File: config.mk
export PLATFORM = sky130hd
export DESIGN_NAME = clk_div_multi
export DESIGN_NICKNAME = d
export VERILOG_FILES = /design/src/rtl/clk_div_multi.sv
export SDC_FILE = /design/constraint.sdc
export NUM_CORES = 1
export LEC_CHECK = 0
export CORE_ASPECT_RATIO = 1.25
export CORE_MARGIN = 2
export CORE_UTILIZATION = 56
export DETAILED_ROUTE_END_ITERATION = 6
export PLACE_DENSITY = 0.74
export SYNTH_ARGS = -nofsm -noshare
export SYNTH_HDL_FRONTEND = slang
export SYNTH_SLANG_ARGS = --single-unit
File: constraint.sdc
create_clock -name clk -period 3.8 [get_ports clk]
set_input_delay 0.76 -clock clk [delete_from_list [all_inputs] [get_ports clk]]
set_output_delay 0.76 -clock clk [all_outputs]
set_load 0.02 [all_outputs]
File: src/rtl/clk_div_multi.sv
// clk_div_multi: multi-channel programmable clock divider with glitch-free run-time reprogramming
module clk_div_multi #(
  parameter int CHANNELS  = 4,
  parameter int CNT_WIDTH = 8,
  localparam int CHW      = CHANNELS > 1 ? $clog2(CHANNELS) : 1
) (
  input  logic                 clk,
  input  logic                 rst_n,
  input  logic                 cfg_valid,
  output logic                 cfg_ready,
  input  logic [CHW-1:0]       cfg_chan,
  input  logic [CNT_WIDTH-1:0] cfg_div,
  input  logic                 cfg_en,
  output logic [CHANNELS-1:0]  out,
  output logic [CHANNELS-1:0]  tick
);
  localparam int PADW = 1 << CHW;
  logic [CHANNELS-1:0]  en, pending, pend_en, acc, term;
  logic [CNT_WIDTH-1:0] cur_div [CHANNELS];
  logic [CNT_WIDTH-1:0] cnt [CHANNELS];
  logic [CNT_WIDTH-1:0] pend_div [CHANNELS];
  logic [PADW-1:0]      pend_pad;
  logic                 run_req;
  // channels beyond CHANNELS read as never-pending, so writes to them are accepted and dropped
  assign pend_pad  = PADW'(pending);
  assign cfg_ready = ~pend_pad[cfg_chan];
  assign run_req   = cfg_en & (cfg_div != '0);
  // per-channel accept strobe and terminal-count detect
  always_comb begin
    acc  = '0;
    term = '0;
    for (int k = 0; k < CHANNELS; k++) begin
      acc[k]  = cfg_valid & cfg_ready & (cfg_chan == CHW'(k));
      term[k] = en[k] & (cnt[k] == cur_div[k] - CNT_WIDTH'(1));
    end
  end
  // channel state: start stopped channels at once, defer changes to running ones until terminal count
  always_ff @(posedge clk or negedge rst_n) begin
    if (!rst_n) begin
      en      <= '0;
      pending <= '0;
      pend_en <= '0;
      out     <= '0;
      tick    <= '0;
      for (int k = 0; k < CHANNELS; k++) begin
        cur_div[k]  <= '0;
        cnt[k]      <= '0;
        pend_div[k] <= '0;
      end
    end else begin
      for (int k = 0; k < CHANNELS; k++) begin
        tick[k] <= term[k];
        if (!en[k]) begin
          if (acc[k] && run_req) begin
            en[k]      <= 1'b1;
            cur_div[k] <= cfg_div;
            cnt[k]     <= '0;
          end
        end else begin
          if (acc[k]) begin
            pending[k]  <= 1'b1;
            pend_div[k] <= cfg_div;
            pend_en[k]  <= run_req;
          end
          if (term[k]) begin
            cnt[k] <= '0;
            out[k] <= (pending[k] & ~pend_en[k]) ? 1'b0 : ~out[k];
            if (pending[k]) begin
              pending[k] <= 1'b0;
              en[k]      <= pend_en[k];
              if (pend_en[k]) cur_div[k] <= pend_div[k];
            end
          end else begin
            cnt[k] <= cnt[k] + CNT_WIDTH'(1);
          end
        end
      end
    end
  end
`ifdef FORMAL
  logic past_ok;
  // marks cycles where $past refers to a post-reset state
  always_ff @(posedge clk or negedge rst_n) begin
    if (!rst_n) past_ok <= 1'b0;
    else past_ok <= 1'b1;
  end
  for (genvar i = 0; i < CHANNELS; i++) begin : g_fv
    // output only moves with a tick, ticks are isolated for half-periods above one, counter stays in range
    always @(posedge clk) begin
      if (past_ok && rst_n) begin
        if (out[i] != $past(out[i])) assert (tick[i]);
        if (tick[i] && $past(tick[i])) assert (cur_div[i] <= 1 || $past(cur_div[i]) <= 1);
        if (en[i]) assert (cnt[i] < cur_div[i]);
      end
    end
  end
`endif
endmodule

==> flow_summary.ini <==
[synthesis]
synth_top_area_frac = 0.4768
synth_area_sq_um = 6088
synthArstFlopShare = 1.000
synth_edf_count = 0
ys_seq_elements = 116
yosysSeqAreaShare = 0.4768
ys_types = 63
synthFlopType = dfrtp_1
syn-mean-instance-area_sq_um = 10.55
yosysTopAreaCell = dfrtp_1
synth_cells = 577
ys_top_cells_by_count = dfrtp_1, mux2_2, nand2_1
yosysMostFrequentCell = dfrtp_1
synth_area_leaders = dfrtp_1, mux2_2, xnor2_1
ys.warnings.count = 0
syn_nets = 599

[worst_setup_path]
arrival_ns = 2.46
reg2reg_depth = 9
rrSetupSlack_ns = 0.66
cp_slowest_cell = clkdlybuf4s50_1
critPathCapture = cfg_ready
path_max_fanout = 4
cp-startpoint = cfg_chan[0]
cp_common_cell = clkdlybuf4s50_1
timing.rr.end = cur_div[28]
worstSetupEndpointType = output port
path_cells = clkdlybuf4s50_1 -> mux4_2 -> inv_1 -> clkdlybuf4s50_1
startpoint_type = input port
slowest_delay_ns = 0.59
worstSetupPathType = input port to output port
worstReg2RegStart = cur_div[24]
cp.required_ns = 3.04

[drt]
drt_drc_violations_left = 0
wl_met2_mm = 6.742
routed.top_layer = met4
wl_met1_mm = 5.622
drtPass1Iterations = 4
drt-total-wl_mm = 12.87
drtIter0Drc = 215
dr_wl_met3_um = 273
wire_per_inst_um = 17.18
vias = 4466
ant_nets = 0
viasPerCell = 5.963

[die]
initial_core_util = 0.5736
io_pins = 23
die-area_sq_um = 11730
rows = 42
coreArea_sq_um = 10620
die_w_um = 97.26
die_y_um = 120.6

[clock_tree]
h-tree-depth = 4
post_cts_buffers = 0
hold_buffers = 0
cts.path.max_buffers = 2
post_cts_resized = 0
cts_tree = yes
clock-root-buffer = clkbuf_16
clock_sinks = 116
path_clk_slew_ns = 0.05
worstSkewPairLatency_ns = 0.41
cts_buffers = 17

[power]
pwr-share-seq = 0.396
power.density_nw_per_um2 = 605.9
pwr-share-clk = 0.374
share_comb_of_total_power = 0.231
p_sw_mw = 1.302
switching_share = 0.3040
power_mw = 4.282
p_int_mw = 2.980
p_leak_nw = 3.339
irDropWorstVdd_mv = 0.2614

[grt]
grt_pass1_wl_mm = 21.72
grt_usage = 0.2339
antenna_found_initial = 0
overflow = 0
grt_max_degree = 74
first_global_vias = 4492

[sta]
slew_headroom = 0.4383
finalMaxSlewViolations = 0
worst_pin_slew_ns = 0.8408
setup_viol = 0
fmax_mhz = 310.9
period_share = 0.8464
skew_ns = 0.004270
fin_setup_tns_ns = 0
fin_crit_ns = 3.216
hold_viol = 0
rsz0062_at_grt = false

[min_path]
hp-class = input port to async pin

[final_layout]
finalNonFillerCells = 749
syn2layout_area_growth_pct = 16.07
drive_above_1_share = 0.1702
nNetsFinal = 626
antenna_cells = 0

[placement]
gp_congestion = 0.8537
io_buffers = 22
dp_cells = 717
place_hpwl_mm = 9.038

[status]
status = complete, no violations

[job]
drv_cap = 0
==> through the flow <==
step	utilization	setup WS [ns]	area [sq um]	hold slack, ns
6_report	0.6657	0.5838	7067	0.3472
5_1_grt	0.6657	0.4580	7067	0.3812
4_1_cts	0.6657	0.5759	7067	0.3701
3_5_place_dp	0.6097	0.5229	6472	0.4912
3_3_place_gp	0.6097	0.5383	6472	0.4794
2_1_floorplan	-	1.038	6088	0.4644
==> how the worst min path moves through the flow <==
stage,start,end,slack [ns],cells past startpoint
after floorplan,rst_n,cnt[0],0.46,0
after detailed placement,pend_div[6],pend_div[6],0.49,1
after global routing,rst_n,cnt[12],0.38,1
after global placement,pend_en[0],pend_en[0],0.48,2
final,rst_n,cnt[12],0.35,1
after CTS,rst_n,cur_div[8],0.37,1
==> final cells by class <==
cell class | count | area [sq um]
clock buffer | 22 | 464.2
timing repair buffer | 34 | 320.3
sequential | 116 | 2903
clock inverter | 10 | 130.1
fill | 791 | 3548
tap | 132 | 165.2
multi-input combinational | 417 | 3017
inverter | 18 | 67.56
==> cell usage in the layout (no fill, tap or decap), types with 7 or more instances in the layout <==
master           count
o22ai_1              9
mux2_2              49
dfrtp_1            116
inv_1               18
and3_1              11
nor2_1              36
mux2i_1             13
a21o_1              13
buf_4               12
o21ai_0             30
and2_1               8
nor3_1              16
nand3b_1             7
nand3_1             11
o22a_1               9
clkdlybuf4s50_1     21
clkbuf_16           17
xor2_1              13
nor3b_1              7
o21a_1               8
nand2b_1             9
a21oi_1             13
xnor2_1             26
nand2_1             44
ha_1                 8
==> power groups by stage <==
stage,Combinational (mW),Clock [mW],Sequential (mW)
2_1_floorplan,0.796,0,1.61
3_3_place_gp,0.940,0,1.70
3_5_place_dp,0.978,0,1.71
4_1_cts,0.996,1.62,1.69
5_1_grt,1.11,1.67,1.73
6_report,0.988,1.60,1.69
==> layer usage <==
layer / vias to the layer above / track usage
li1: 2143 / -
met1: 2246 / 0.2838
met2: 53 / 0.4145
met3: 24 / 0.05029
met4: 0 / 0.08160
met5: - / 0
==> kinds of logic (layout without fill, tap and decap cells) <==
family / after synthesis / after routing / share of synthesized area
flip-flops: 116 / 116 / 0.4768
buffers and inverters: 44 / 84 / 0.02774
multiplexers: 63 / 63 / 0.1157
AND/OR/NAND/NOR: 185 / 185 / 0.1609
XOR/XNOR: 40 / 40 / 0.06001
adder cells (fa/ha/maj): 8 / 8 / 0.01644
AO/OA/AOI/OAI: 121 / 121 / 0.1424
==> sequential cells by signal, indices dropped and copies added (netlist names) <==
signal    count
cnt          32
cur_div      32
en            4
out           4
pend_div     32
pend_en       4
pend_pad      4
tick          4
==> critical path, delay by kind of cell <==
kind     cells  cell delay (ns)
mux          1             0.51
buf+inv      3             1.19
No activity file was read; power rests on OpenSTA's default activity.
